<file path="config.mk">
export PLATFORM = sky130hd
export DESIGN_NAME = soft_reset_requester
export DESIGN_NICKNAME = d
export VERILOG_FILES = /design/src/rtl/soft_reset_pkg.sv /design/src/rtl/rst_sync_ff.sv /design/src/rtl/soft_reset_requester.sv
export SDC_FILE = /design/constraint.sdc
export NUM_CORES = 1
export LEC_CHECK = 0
export ABC_CLOCK_PERIOD_IN_PS = 5500
export BUFFER_PORTS_ARGS = -buffer_cell sky130_fd_sc_hd__buf_2
export CAP_MARGIN = 5
export CORE_MARGIN = 2
export CORE_UTILIZATION = 50
export CTS_CLUSTER_DIAMETER = 150
export DETAILED_ROUTE_END_ITERATION = 8
export GPL_TIMING_DRIVEN = 0
export PLACE_DENSITY = 0.69
export REMOVE_ABC_BUFFERS = 1
export SYNTH_ARGS = -nofsm -noshare
export SYNTH_HDL_FRONTEND = slang
export SYNTH_HIERARCHICAL = 1
export SYNTH_SLANG_ARGS = --single-unit
</file>
<file path="constraint.sdc">
create_clock -name clk -period 5.5 [get_ports clk]
set_input_delay 0.55 -clock clk [delete_from_list [all_inputs] [get_ports clk]]
set_output_delay 0.55 -clock clk [all_outputs]
set_load 0.005 [all_outputs]
</file>
<file path="src/rtl/soft_reset_pkg.sv">
// rtl/soft_reset_pkg.sv - shared types and constants for the soft reset requester
package soft_reset_pkg;

    typedef enum logic [2:0] {
        IDLE,
        ASSERT,
        WAIT_LOW,
        WAIT_HIGH,
        DONE
    } state_t;

    localparam int REQ_CNT_W = 8;
    localparam logic [REQ_CNT_W-1:0] REQ_CNT_MAX = 8'd255;

endpackage

</file>
<file path="src/rtl/rst_sync_ff.sv">
// rtl/rst_sync_ff.sv - multi-stage synchroniser that resets to 1 (deasserted reset level)
module rst_sync_ff #(
    parameter int STAGES = 2
) (
    input  logic clk,
    input  logic rst_n,
    input  logic d,
    output logic q
);

    logic [STAGES-1:0] sync;

    always_ff @(posedge clk or negedge rst_n) begin
        if (!rst_n) begin
            sync <= '1;
        end else begin
            sync <= {sync[STAGES-2:0], d};
        end
    end

    assign q = sync[STAGES-1];

endmodule

</file>
<file path="src/rtl/soft_reset_requester.sv">
// rtl/soft_reset_requester.sv - REQ/ACK driven external reset pulse with fabric round-trip monitor
module soft_reset_requester
    import soft_reset_pkg::*;
#(
    parameter int PULSE_W     = 16,
    parameter int TIMEOUT_CYC = 1000,
    parameter int SYNC_STAGES = 2
) (
    input  logic                 clk,
    input  logic                 rst_n,
    input  logic                 req,
    output logic                 ack,
    input  logic                 fabric_reset_n,
    output logic                 ext_rst_n,
    output logic                 busy,
    output logic                 timeout_err,
    output logic [REQ_CNT_W-1:0] req_cnt
);

    localparam int MAX_CYC = (PULSE_W > TIMEOUT_CYC) ? PULSE_W : TIMEOUT_CYC;
    localparam int CNT_W   = $clog2(MAX_CYC + 1);
    localparam logic [CNT_W-1:0] PULSE_LOAD   = CNT_W'(PULSE_W - 1);
    localparam logic [CNT_W-1:0] TIMEOUT_LOAD = CNT_W'(TIMEOUT_CYC - 1);

    state_t               state, state_next;
    logic [CNT_W-1:0]     cnt, cnt_next;
    logic                 seen_low, seen_low_next;
    logic                 timeout_err_next;
    logic [REQ_CNT_W-1:0] req_cnt_next;
    logic                 fabric_sync;
    logic                 cnt_zero;

    rst_sync_ff #(
        .STAGES(SYNC_STAGES)
    ) u_fabric_sync (
        .clk  (clk),
        .rst_n(rst_n),
        .d    (fabric_reset_n),
        .q    (fabric_sync)
    );

    assign cnt_zero = (cnt == '0);

    always_ff @(posedge clk or negedge rst_n) begin
        if (!rst_n) begin
            state       <= IDLE;
            cnt         <= '0;
            seen_low    <= 1'b0;
            timeout_err <= 1'b0;
            req_cnt     <= '0;
            ext_rst_n   <= 1'b1;
            ack         <= 1'b0;
            busy        <= 1'b0;
        end else begin
            state       <= state_next;
            cnt         <= cnt_next;
            seen_low    <= seen_low_next;
            timeout_err <= timeout_err_next;
            req_cnt     <= req_cnt_next;
            // outputs follow the next state so they change on the same edge as the FSM
            ext_rst_n   <= (state_next != ASSERT);
            ack         <= (state_next == DONE);
            busy        <= (state_next != IDLE);
        end
    end

    always_comb begin
        state_next       = state;
        cnt_next         = cnt;
        seen_low_next    = seen_low;
        timeout_err_next = timeout_err;
        req_cnt_next     = req_cnt;

        case (state)
            IDLE: begin
                if (req) begin
                    state_next       = ASSERT;
                    timeout_err_next = 1'b0;
                    seen_low_next    = 1'b0;
                    cnt_next         = PULSE_LOAD;
                end
            end
            ASSERT: begin
                if (!fabric_sync) begin
                    seen_low_next = 1'b1;
                end
                if (cnt_zero) begin
                    state_next = (seen_low || !fabric_sync) ? WAIT_HIGH : WAIT_LOW;
                    cnt_next   = TIMEOUT_LOAD;
                end else begin
                    cnt_next = cnt - 1'b1;
                end
            end
            WAIT_LOW: begin
                if (!fabric_sync) begin
                    state_next = WAIT_HIGH;
                    cnt_next   = TIMEOUT_LOAD;
                end else if (cnt_zero) begin
                    state_next       = DONE;
                    timeout_err_next = 1'b1;
                end else begin
                    cnt_next = cnt - 1'b1;
                end
            end
            WAIT_HIGH: begin
                // a release seen on the expiry cycle still counts as success
                if (fabric_sync) begin
                    state_next = DONE;
                    if (req_cnt != REQ_CNT_MAX) begin
                        req_cnt_next = req_cnt + 1'b1;
                    end
                end else if (cnt_zero) begin
                    state_next       = DONE;
                    timeout_err_next = 1'b1;
                end else begin
                    cnt_next = cnt - 1'b1;
                end
            end
            DONE: begin
                if (!req) begin
                    state_next = IDLE;
                end
            end
            default: begin
                state_next = IDLE;
            end
        endcase
    end

endmodule

</file>
# Word-level counts from Yosys, hierarchy flattened
# Index checks and enable logic that the tools add are counted.
# word_totals
ff_bits	28
in_bits	4
output_inout_bits	12
wordCells	55
# classes
addsub	2
eq_ne	11
n_mux	21
reduce_logical	12
# op_table
operator	n
two-way mux 10 bit	5
case mux 10 bit (4 select lines)	1
two-way mux 3 bit	6
case mux 3 bit (5 select lines)	1
zero test 10 bit	1
subtractor 10 x 1 -> 10 bit, second input constant	1
AND reduction 3 bit	3
adder 8 x 1 -> 8 bit, second input constant	1
inequality test 8 bit, second input constant	1
== test 3 x 2 -> 1 bit, second input constant	2
== test 3 bit, second input constant	2
two-way mux 1 bit	6
inequality test 2 bit, second input constant	3
nonzero test 3 bit	2
AND reduction 4 bit	1
nonzero test 4 bit	1
== test 3 x 1 -> 1 bit, second input constant	1
zero test 3 bit	1
inequality test 3 x 1 -> 1 bit, second input constant	1
case mux 1 bit (3 select lines)	1
inequality test 2 x 1 -> 1 bit, second input constant	1
case mux 1 bit (2 select lines)	1
nonzero test 2 bit	1
zero test 1 bit	1
logical OR 1 bit	1

# Depth between registers and ports, before layout
# Gate-level depths: netlist of run 1.
# logic_depth
ltp_word	6
mapped_depth	9
depth_no_buf	9

# Hierarchy
# The synthesis of run 1 kept the hierarchy.
# modules_own_cells
module	instances	cells_per_inst	area_per_inst_um2	seq_area_each_um2
soft_reset_requester	1	174	1630.3	651.9
rst_sync_ff	1	2	52.6	52.6

# Worst setup path before layout of run 1
# Ideal clock, no wire load.
# synth_path
path_kind	register to register
start	register cnt[5]
end	register cnt[0]
setup_time_ps	149
arrival_ps	1773
required_time_ps	5351
setup_slack_ps	3578
stages_incl_launch_ff	7
path_buffers	0
period_less_slack_ps	1922
path_cell_list	dfrtp_1 > nor4_4 > and3_4 > inv_1 > ha_1 > o311ai_0 > o21ai_0
# synth_via
elab_chain_cells	4
elab_cells_between_ends	6
classes_between	mux (5); reduce/logical (1)
# synth_lines
element	line	text
from (decl)	soft_reset_requester.sv:26	logic [CNT_W-1:0] cnt, cnt_next;
from (signal assigned)	soft_reset_requester.sv:56	cnt <= cnt_next;
zero test 10 bit (*)	soft_reset_requester.sv:42	assign cnt_zero = (cnt == '0);
two-way mux 10 bit	--	
two-way mux 10 bit, on equally long branches	--	
case mux 10 bit (4 select lines) (*)	soft_reset_requester.sv:74	case (state)
# Mark *: on every way between the ends. The rest lies on a longest branch, timed or not. The select of a mux whose other input is x is not followed.
# A chain may end at the register's enable or synchronous reset.

# Final worst setup path of run 1
# layout_path
start	register cnt[0]
end	register cnt[0]
# layout_via
elab_chain_cells	4
elab_cells_between_ends	7
classes_between	add/sub (1); mux (5); reduce/logical (1)
# layout_lines
element	line
subtractor 10 x 1 -> 10 bit or zero test 10 bit (tied branches)	--
two-way mux 10 bit	soft_reset_requester.sv:98, soft_reset_requester.sv:112
two-way mux 10 bit, on equally long branches	soft_reset_requester.sv:107, soft_reset_requester.sv:95
case mux 10 bit (4 select lines) (*)	soft_reset_requester.sv:74
# Marked as above.

==> metrics.md, run 1 <==
| Metric | Value |
|---|---|
| Setup TNS | `0 ns` |
| Synth Flop Type | `dfrtp_1` |
| Diode count | `0` |
| Htree depth | `1` |
| Initial Util | `51.2%` |
| Critical Path AT | `2.61 ns` |
| Minimum clock period | `2.41 ns` |
| Peak supply drop | `0.000149 V` |
| Cts bufs inserted | `3` |
| Skew final | `0.00635 ns` |
| Fin Hold WS | `0.193 ns` |
| Post-synthesis average cell area | `9.56 sq um` |
| Die Area | `0.00385 sq mm` |
| Detailed-route via count | `1390` |
| # IOs | `16` |
| Num rows | `21` |
| CTS resizes | `0` |
| ANT nets after route | `0` |
| CP max stage delay | `0.43 ns` |
| DR pass1 iterations | `4` |
| Max cap viols | `0` |
| Lkg Pwr | `0.000813 uW` |
| Syn Inst Count | `176` |
| Reg clk slew, reported paths | `0.15 ns` |
| # DRC | `0` |
| # nets final | `195` |
| TritonCTS clock tree | `built` |
| Detailed placement HPWL | `2490 um` |
| Critical setup path kind | `reg -> reg` |
| Final hold vios | `0` |
| Tcrit/Tclk final | `43.9%` |
| Hold Path Class | `in -> async` |
| Pins Over Slew Limit | `0` |
| Layout cells sized above 1 | `17.2%` |
| Worst slew margin | `35.8%` |
| Clock Path Buffers | `2` |
| Final worst slack | `3.09 ns` |
| Power per cell area | `416 mW/mm^2` |
| Most frequent cells in the layout | `dfrtp_1 (25), nand2_1 (18), nor2_1 (15), buf_2 (15), a21oi_1 (11)` |
| Worst-Skew Late Latency | `0.34 ns` |
| Worst setup SP type | `flop` |
| Number of synthesized flops with an enable pin | `0` |
| Unrepaired setup endpoints after global routing | `false` |
| CP required | `5.70 ns` |
| DRT iter0 DRCs | `92` |
| Synthesized cell area | `0.00168 sq mm` |
| Pre-CTS WS | `3.12 ns` |
| Total global-route track usage | `19.5%` |
| First-pass GRT wire length | `5580 um` |
| Core Region | `0.00328 sq mm` |
| Ys Warns | `6` |
| Pin count of the biggest net entering global routing | `29` |
| Clock Sinks | `28` |
| CP Cell Sequence | `inv_1 > ha_1 > nor2b_1 > and3_4 > inv_1 > ha_1 > o311ai_0 > o21ai_0` |
| Ys async rst share | `100%` |
| CP Capture Type | `flop` |
| Finished Core Util | `54.9%` |
| Status | `finished, final reports clean` |
| Area Growth Syn to Fin | `7.14%` |
| Remaining Overflow, GRT | `0` |
| Vias in the first global route | `1241` |
| Seq/Total Area, Yosys | `41.9%` |
| Crit Path Max Fanout | `11` |
| Root Buffer | `clkbuf_4` |
| Flops & latches, synth | `28` |
| Chip width | `62.0 um` |
| Total design power | `750 uW` |
| Cell variety after synth | `56` |
| Slew @ Worst Pin | `0.956 ns` |
| PortBufs | `15` |
| Setup bufs post-CTS | `0` |
| Drt wl/cell | `14.7 um` |
| Final wirelength | `3400 um` |
| Initial antenna violation count | `0` |
| Die height | `62.0 um` |
| Placer Congestion | `0.872` |
| Commonest non-fill, non-tap cell in the layout | `dfrtp_1` |
| CP max-delay cell | `dfrtp_1` |
| Hold buffer count at CTS | `0` |
| Final setup violation count | `0` |
| FMAX | `414 MHz` |
| Vias/cell | `5.99` |
[Yosys cell counts (2+ instances only)]
library cell  count  area share [%]
a21o_1            3             1.3
a21oi_1          11             3.3
a22oi_1           2            0.89
a311o_1           3             1.8
a31oi_1           3             1.1
a32o_1            2             1.2
and2_1            3             1.1
and3_1            2            0.74
buf_2             4             1.2
clkbuf_1          3            0.67
dfrtp_1          25              37
dfstp_2           3             4.7
ha_1              4             3.0
inv_1            10             2.2
nand2_1          18             4.0
nand3_1           4             1.2
nand4_1           2            0.74
nor2_1           15             3.3
nor2b_1           3             1.1
nor3_1            6             1.8
o211ai_1          2            0.89
o21ai_0           8             2.4
xnor2_1           6             3.1
xor2_1            2             1.0
[per-layer routing]
metal  wire, um  vias up  GRT usage, %  part of all wire, %
li1           -      670             -                    -
met1       1440      661          24.6                   42
met2       1730       52          33.3                   51
met4         52        0          7.29                  1.5
met5          0        -             0                    0
met3        184        7          3.31                  5.4
[final timing paths]
path                                       start                    end  slack, ns  cells after the start
max                                       cnt[0]                 cnt[0]       3.09                      8
min                                        rst_n                 cnt[9]       0.19                      1
max reg2reg                               cnt[0]                 cnt[0]       3.09                      8
min reg2reg                u_fabric_sync/sync[0]  u_fabric_sync/sync[1]       0.37                      0
max in group asynchronous                  rst_n             req_cnt[6]       4.92                      1
min in group clk                  fabric_reset_n  u_fabric_sync/sync[0]       0.29                      1
[worst max-delay path: cells and delay by family (launching register included)]
family | cells | cell delay (ns)
buffers and inverters | 2 | 0.25
flip-flops | 1 | 0.43
adder cells (fa/ha/maj) | 2 | 0.49
AND/OR/NAND/NOR | 2 | 0.58
AO/OA/AOI/OAI | 2 | 0.53
[area by class of cell]
| cell class | count | area, sq um |
|---|---|---|
| clock buffers | 3 | 22.5 |
| well taps | 46 | 57.6 |
| flip-flops and latches | 28 | 704 |
| fillers | 296 | 1480 |
| inverters | 10 | 37.5 |
| multi-input cells | 129 | 876 |
| clock inverters | 1 | 30.0 |
| repair buffers | 15 | 75.1 |
[report_power, final]
group | switching [uW] | total, uW | internal, uW
sequential | 78.6 | 340 | 261
clock | 60.1 | 134 | 73.8
combinational | 153 | 276 | 123
total | 292 | 750 | 458
[cells by family after synthesis]
group / synth area share (%)
AOI/OAI and AO/OA: 22.5
xor gates and xnor gates: 4.16
adders and majority gates: 3.57
buffers and inverters: 6.10
DFF: 41.9
muxes: 0.669
and+or+nand+nor: 21.1
[through the flow]
step | std cells | area [sq um]
3_3_place_gp | 228 | 1750
4_1_cts | 232 | 1800
2_1_floorplan | 167 | 1620
5_1_grt | 232 | 1800
3_5_place_dp | 228 | 1750
6_report | 232 | 1800
[sequential cells by signal, indices dropped and copies added, names as in the netlist]
signal and flops:
timeout_err 1, u_fabric_sync/sync 2, cnt 10, ack 1, busy 1, req_cnt 8
ext_rst_n 1, state 3, seen_low 1
Note: power is estimated with default switching activity, not from simulation.
==> run 2: changes to the inputs <==
ABC_CLOCK_PERIOD_IN_PS = 2110   (was 5500)
PLACE_DENSITY = 0.72   (was 0.69)
clock period = 2.11 ns   (was 5.5 ns; I/O delays follow)
==> run 2 against run 1 <==
Net effect: first-iteration DRC count grew 8.7%; non-clock buffer count grew 7; via count grew 1.7%; register-to-register slack lost 3.0 ns; global-route usage grew 1.2 points; clock power grew to 2.7 times the previous value; total power grew to 2.8 times the previous value; core utilization grew 2.4 points; wire length grew 8.6%; largest power group unchanged.
==> metrics.md, run 2 (synthesized netlist as in run 1, its figures left out) <==
| Metric | Value |
|---|---|
| Int Pwr | `1260 uW (+180%)` |
| Final Non-Filler Cells | `239 (+3.0%)` |
| Pins Over Slew Limit | `0 (unchanged)` |
| Worst Setup SP | `cnt[6]` |
| M1 WL | `1600 um (+11%)` |
| Clock Path Buffers | `2 (unchanged)` |
| Routed length on met2 | `1850 um (+7.2%)` |
| CP required | `2.33 ns (-3.37 ns)` |
| Crit Path Max Fanout | `6 (-5)` |
| Chip width | `62.0 um (unchanged)` |
| CP Capture Type | `flop` |
| Final wirelength | `3690 um (+8.6%)` |
| CP max-delay cell | `dfrtp_1` |
| TritonCTS clock tree | `built` |
| # DRC | `0 (unchanged)` |
| Power per cell area | `1100 mW/mm^2 (+160%)` |
| Reg clk slew, reported paths | `0.16 ns (about the same)` |
| Top layer in use | `met4` |
| Top Registers | `cnt (10), req_cnt (8), state (3)` |
| Hold Path Class | `in -> reg` |
| Worst-Skew Late Latency | `0.34 ns (about the same)` |
| First-pass GRT wire length | `5800 um (+3.9%)` |
| DR pass1 iterations | `4 (unchanged)` |
| Core Region | `0.00328 sq mm (unchanged)` |
| Pin count of the biggest net entering global routing | `29 (unchanged)` |
| FMAX | `496 MHz (+20%)` |
| Clock Sinks | `28 (unchanged)` |
| Die Area | `0.00385 sq mm (unchanged)` |
| Slew @ Worst Pin | `0.632 ns (-0.324 ns)` |
| CP max stage delay | `0.49 ns (+0.06 ns)` |
| Worst setup SP type | `flop` |
| Die height | `62.0 um (unchanged)` |
| Peak supply drop | `0.000504 V (+240%)` |
| PortBufs | `15 (unchanged)` |
| Num rows | `21 (unchanged)` |
| Htree depth | `1 (unchanged)` |
| Cts bufs inserted | `3 (unchanged)` |
| Max reg flops | `10 (unchanged)` |
| Length of routed met3 wiring | `187 um (+1.6%)` |
| Sequential share of power | `42.9% (-2.4 points)` |
| DRT iter0 DRCs | `100 (+8.7%)` |
| FF-to-FF End | `cnt[0]` |
| Unrepaired setup endpoints after global routing | `true` |
| Vias in the first global route | `1280 (+3.1%)` |
| Final setup violation count | `0 (unchanged)` |
| Crit path capture | `cnt[0]` |
| Comb power frac | `39.5% (+2.7 points)` |
| Max cap viols | `0 (unchanged)` |
| Critical Path AT | `2.24 ns (-0.37 ns)` |
| Initial Util | `51.2% (unchanged)` |
| Total global-route track usage | `20.7% (+1.2 points)` |
| Worst r2r src | `cnt[6]` |
| Tcrit/Tclk final | `95.6% (+52 points)` |
| CP Cell Sequence | `nor4_4 > and3_4 > inv_1 > ha_1 > o311ai_1 > o21ai_1` |
| Diode count | `0 (unchanged)` |
| # nets final | `202 (+3.6%)` |
| Minimum clock period | `2.02 ns (-0.399 ns)` |
| ANT nets after route | `0 (unchanged)` |
| Post-DP Area | `0.00175 sq mm (unchanged)` |
| Skew final | `0.0128 ns (+0.00649 ns)` |
| Commonest non-fill, non-tap cell in the layout | `dfrtp_1` |
| Detailed placement HPWL | `2520 um (+1.2%)` |
| Detailed-route via count | `1414 (+1.7%)` |
| Switch share | `38.9% (about the same)` |
| Placed cell count | `228 (unchanged)` |
| Biggest register | `cnt` |
| Drt wl/cell | `15.4 um (+5.4%)` |
| Placer Congestion | `0.861 (-1.2%)` |
| Worst slew margin | `57.9% (+22 points)` |
| Reg2reg setup slack | `0.09 ns (-2.99 ns)` |
| Layout cells sized above 1 | `22.3% (+5.1 points)` |
| Root Buffer | `clkbuf_4` |
| # IOs | `16 (unchanged)` |
| Critical setup path kind | `reg -> reg` |
| Most frequent cells in the layout | `dfrtp_1 (23), nand2_1 (18), nor2_1 (15), buf_2 (15), a21oi_1 (11)` |
| Remaining Overflow, GRT | `0 (unchanged)` |
| Switch Pwr | `803 uW (+180%)` |
| Reg2Reg Depth | `6 (-2)` |
| Vias/cell | `5.92 (-1.3%)` |
| Initial antenna violation count | `0 (unchanged)` |
| Status | `finished, final reports clean` |
| Final instance area | `0.00188 sq mm (+4.4%)` |
| Final hold vios | `0 (unchanged)` |
| Area Growth Syn to Fin | `11.8%` |
| Clock power frac | `17.6% (-0.3 points)` |
| Lkg Pwr | `0.000848 uW (+4.3%)` |
[run 2: changes by cell type in the layout (fill, tap and decap cells not counted), moves of 2 or more]
| cell | before | now |
|---|---|---|
| buf_4 | 0 | 5 |
| dfrtp_1 | 25 | 23 |
| dfrtp_2 | 0 | 2 |
| dlygate4sd3_1 | 0 | 2 |
| nor2b_1 | 3 | 1 |
[run 2: repair_timing]
item	in CTS	in global routing
endpoints found under the setup margin	2	4
hold buffers	2	0
pin swaps	1	1
gates resized for setup	2	7
hold endpoints to repair	26	0
gates cloned	0	0
buffers inserted	1	4
[run 2: metal layers]
metal	vias to the layer above	global-route usage, %
met5	-	0
met3	4	2.90
met4	0	8.51
met2	37	34.1
li1	677	-
met1	696	27.4
[run 2: final cells by class]
type	count	area, sq um
clock buffers	3	22.5
clock inverters	1	30.0
fillers	309	1400
inverters	10	37.5
multi-input cells	129	895
flip-flops and latches	28	707
well taps	46	57.6
repair buffers	22	133
[run 2: how the worst min path moves through the flow]
stage / start / depth (start not counted) / to / slack, ns
after global routing: req / 2 / state[2] / 0.19
after CTS: req / 2 / state[2] / 0.17
after floorplan: rst_n / 0 / ack / -0.08
final: req / 2 / state[2] / 0.19
after global placement: rst_n / 1 / cnt[8] / 0.26
after detailed placement: rst_n / 1 / cnt[8] / 0.27
[run 2: critical path: cells and delay by family, from the launching register on]
kind                       cells  cell delay (ns)
AOI/OAI and AO/OA              2             0.37
adders and majority gates      1             0.29
buffers and inverters          1             0.11
DFF                            1             0.49
and+or+nand+nor                2             0.64
[run 2: per-stage QoR]
step / hold WS (ns) / worst slack (ns) / total power, uW / setup TNS [ns] / util (%)
after floorplan: -0.0846 / 0.0916 / 1400 / 0 / -
after global placement: 0.260 / -0.124 / 1570 / -0.124 / 53.3
after detailed placement: 0.270 / -0.178 / 1610 / -0.226 / 53.3
after CTS: 0.168 / 0.00918 / 1990 / 0 / 56.0
after global routing: 0.194 / -0.0422 / 2210 / -0.0605 / 57.3
final: 0.186 / 0.0937 / 2060 / 0 / 57.3
[run 2: power by group through the flow]
stage | Clock [uW] | Sequential (uW) | Combinational [uW]
6_report | 362 | 886 | 816
5_1_grt | 382 | 909 | 915
4_1_cts | 370 | 888 | 731
3_5_place_dp | 0 | 896 | 717
3_3_place_gp | 0 | 884 | 684
2_1_floorplan | 0 | 856 | 542
==> run 3: changes to the inputs <==
ABC_AREA = 1   (was unset)
==> run 3 against run 2 <==
Net effect: wire length fell by 14%; clock skew decreased by 0.011 ns; fmax up 5.3%; cell area decreased by 2.6%; sequential power down 39%; critical path depth up 2; sequential share of layout area increased by 0.86 points; global-route usage is 1.2 points lower; worst hold slack gained 0.080 ns; largest cell class unchanged.
==> metrics.md, run 3 <==
| Metric | Value |
|---|---|
| PortBufs | `15 (unchanged)` |
| Power per cell area | `500 mW/mm^2 (-54%)` |
| DRT iter0 DRCs | `88 (-12%)` |
| # IOs | `16 (unchanged)` |
| Ys async rst share | `100% (unchanged)` |
| Critical setup path kind | `reg -> reg` |
| CTS resizes | `0 (-2)` |
| Clock Path Buffers | `2 (unchanged)` |
| # DRC | `0 (unchanged)` |
| Initial antenna violation count | `0 (unchanged)` |
| Chip width | `61.5 um (-0.84%)` |
| Cell variety after synth | `28 (-50%)` |
| Tcrit/Tclk final | `90.7% (-4.8 points)` |
| Num rows | `20 (-4.8%)` |
| Vias in the first global route | `1277 (-0.23%)` |
| Status | `finished, final reports clean` |
| TritonCTS clock tree | `built` |
| Root Buffer | `clkbuf_4` |
| Minimum clock period | `1.91 ns (-0.102 ns)` |
| Max cap viols | `0 (unchanged)` |
| Critical Path AT | `2.14 ns (-0.10 ns)` |
| Synth Flop Type | `dfrtp_1` |
| CP Capture Type | `flop` |
| Detailed-route via count | `1394 (-1.4%)` |
| Initial Util | `53.3% (+2.0 points)` |
| Hold Path Class | `in -> reg` |
| Skew final | `0.00225 ns (-0.0106 ns)` |
| Remaining Overflow, GRT | `0 (unchanged)` |
| Seq/Total Area, Yosys | `42.6% (+0.76 points)` |
| Pin count of the biggest net entering global routing | `29 (unchanged)` |
| Detailed placement HPWL | `2390 um (-5.0%)` |
| Finished Core Util | `59.1% (+1.8 points)` |
| Final wirelength | `3180 um (-14%)` |
| Most frequent cell after synthesis | `nand2_1` |
| Post-synthesis average cell area | `7.65 sq um (-20%)` |
| Setup bufs post-CTS | `0 (-1)` |
| Max reg flops | `10 (unchanged)` |
| FMAX | `522 MHz (+5.3%)` |
| Die Area | `0.00378 sq mm (-1.7%)` |
| Reg2reg setup slack | `0.20 ns (+0.10 ns)` |
| Worst-Skew Late Latency | `0.34 ns (about the same)` |
| Drt wl/cell | `11.4 um (-26%)` |
| Top post-synthesis cells by count | `nand2_1 (59), dfrtp_1 (25), inv_1 (25)` |
| Peak supply drop | `0.000337 V (-33%)` |
| Pins Over Slew Limit | `0 (unchanged)` |
| Cts bufs inserted | `3 (unchanged)` |
| Final setup violation count | `0 (unchanged)` |
| Worst setup SP type | `flop` |
| Synthesized cell area | `0.00165 sq mm (-1.8%)` |
| Placer Congestion | `0.842 (-2.3%)` |
| DR pass1 iterations | `4 (unchanged)` |
| Syn Inst Count | `216 (+23%)` |
| Number of synthesized flops with an enable pin | `0 (unchanged)` |
| Hold buffer count at CTS | `2 (unchanged)` |
| Final hold vios | `0 (unchanged)` |
| CP required | `2.33 ns (about the same)` |
| Ys Warns | `6 (unchanged)` |
| Reg clk slew, reported paths | `0.15 ns (about the same)` |
| Flops & latches, synth | `28 (unchanged)` |
| Setup TNS | `0 ns (unchanged)` |
| Top Registers | `cnt (10), req_cnt (8), state (3)` |
| Diode count | `0 (unchanged)` |
| Yosys top cell area share | `37.9% (+0.68 points)` |
| Area Growth Syn to Fin | `10.9%` |
| Lkg Pwr | `0.00103 uW (+21%)` |
| # nets final | `244 (+21%)` |
| Clock Sinks | `28 (unchanged)` |
| Crit Path Max Fanout | `13 (+7)` |
| Slew @ Worst Pin | `0.609 ns (-0.0232 ns)` |
| Final worst slack | `0.196 ns (+0.102 ns)` |
| Main area contributors after synthesis | `dfrtp_1 (38%), nand2_1 (13%), nand3_1 (6.4%)` |
| Most frequent cells in the layout | `nand2_1 (59), inv_1 (25), dfrtp_1 (25)` |
| Core Region | `0.00310 sq mm (-5.5%)` |
| Biggest register | `cnt` |
| Vias/cell | `5.00 (-16%)` |
| Unrepaired setup endpoints after global routing | `false` |
| Htree depth | `1 (unchanged)` |
| First-pass GRT wire length | `5530 um (-4.6%)` |
| Layout cells sized above 1 | `18.7% (-3.6 points)` |
| Total global-route track usage | `19.6% (-1.2 points)` |
| ANT nets after route | `0 (unchanged)` |
| Filler Cell Count | `301 (-2.6%)` |
| Area leader, netlist | `dfrtp_1` |
| Commonest non-fill, non-tap cell in the layout | `nand2_1` |
| Pre-CTS WS | `0.230 ns (+0.408 ns)` |
| Die height | `61.5 um (-0.84%)` |
| Worst slew margin | `59.4% (+1.5 points)` |
run 3: cell count changes after synthesis, sizes merged, moves of 4 or more:
| cell | before | now |
|---|---|---|
| nand3 | 4 | 22 |
| nor2 | 17 | 28 |
| clkbuf | 4 | 0 |
| nand2 | 18 | 64 |
| inv | 10 | 30 |
| nor3 | 7 | 3 |
| a21o | 4 | 0 |
run 3: per-layer routing:
metal / global-route usage, % / vias to the layer above / part of all wire (%)
li1: - / 724 / -
met1: 27.3 / 648 / 50
met2: 31.6 / 17 / 46
met3: 1.89 / 5 / 1.9
met4: 7.29 / 0 / 1.5
met5: 0 / - / 0
run 3: worst max-delay path: stages (launching register included):
cell and delay (ns):
dfrtp_1 0.41, inv_1 0.17, ha_1 0.17, nand2_1 0.09, nor2_4 0.15, nand2_2 0.19
ha_1 0.33, o211ai_1 0.19, o21ai_1 0.10
run 3: cell families after synthesis:
logic type / synth area share [%]
adders and majority gates: 3.03
xor gates and xnor gates: 4.24
DFF: 42.6
AOI/OAI and AO/OA: 8.63
and+or+nand+nor: 33.0
buffers and inverters: 8.48
run 3: path summary, 6_finish.rpt:
check,startpoint,to,depth (start not counted)
worst max register to register,cnt[0],cnt[0],8
worst max-delay path,cnt[0],cnt[0],8
worst min-delay path,req,state[2],5
min in group asynchronous,rst_n,req_cnt[0],2
worst min register to register,u_fabric_sync/sync[0],u_fabric_sync/sync[1],0
max in group asynchronous,rst_n,state[2],2
run 3: per-stage QoR:
| step | cell area [sq um] | hold slack [ns] | total power, uW | instances |
|---|---|---|---|---|
| after floorplan | 1630 | -0.0846 | 555 | 214 |
| after global placement | 1760 | 0.259 | 568 | 273 |
| after detailed placement | 1760 | 0.258 | 569 | 273 |
| after CTS | 1830 | 0.263 | 928 | 279 |
| after global routing | 1830 | 0.279 | 947 | 279 |
| final | 1830 | 0.266 | 916 | 279 |
run 3: final cells by class:
| class | count | area [sq um] | share of cell area (%) |
|---|---|---|---|
| Clock buffer | 3 | 22.5 | 1.23 |
| Clock inverter | 1 | 30.0 | 1.64 |
| Inverter | 31 | 118 | 6.42 |
| Multi-Input combinational cell | 155 | 808 | 44.1 |
| Sequential cell | 28 | 704 | 38.4 |
| Tap cell | 44 | 55.1 | 3.00 |
| Timing Repair Buffer | 17 | 95.1 | 5.19 |
run 3: report_power, final:
part / switching, uW / internal (uW)
Clock: 163 / 193
Combinational: 13.6 / 5.32
Sequential: 1.61 / 540
Total: 178 / 738
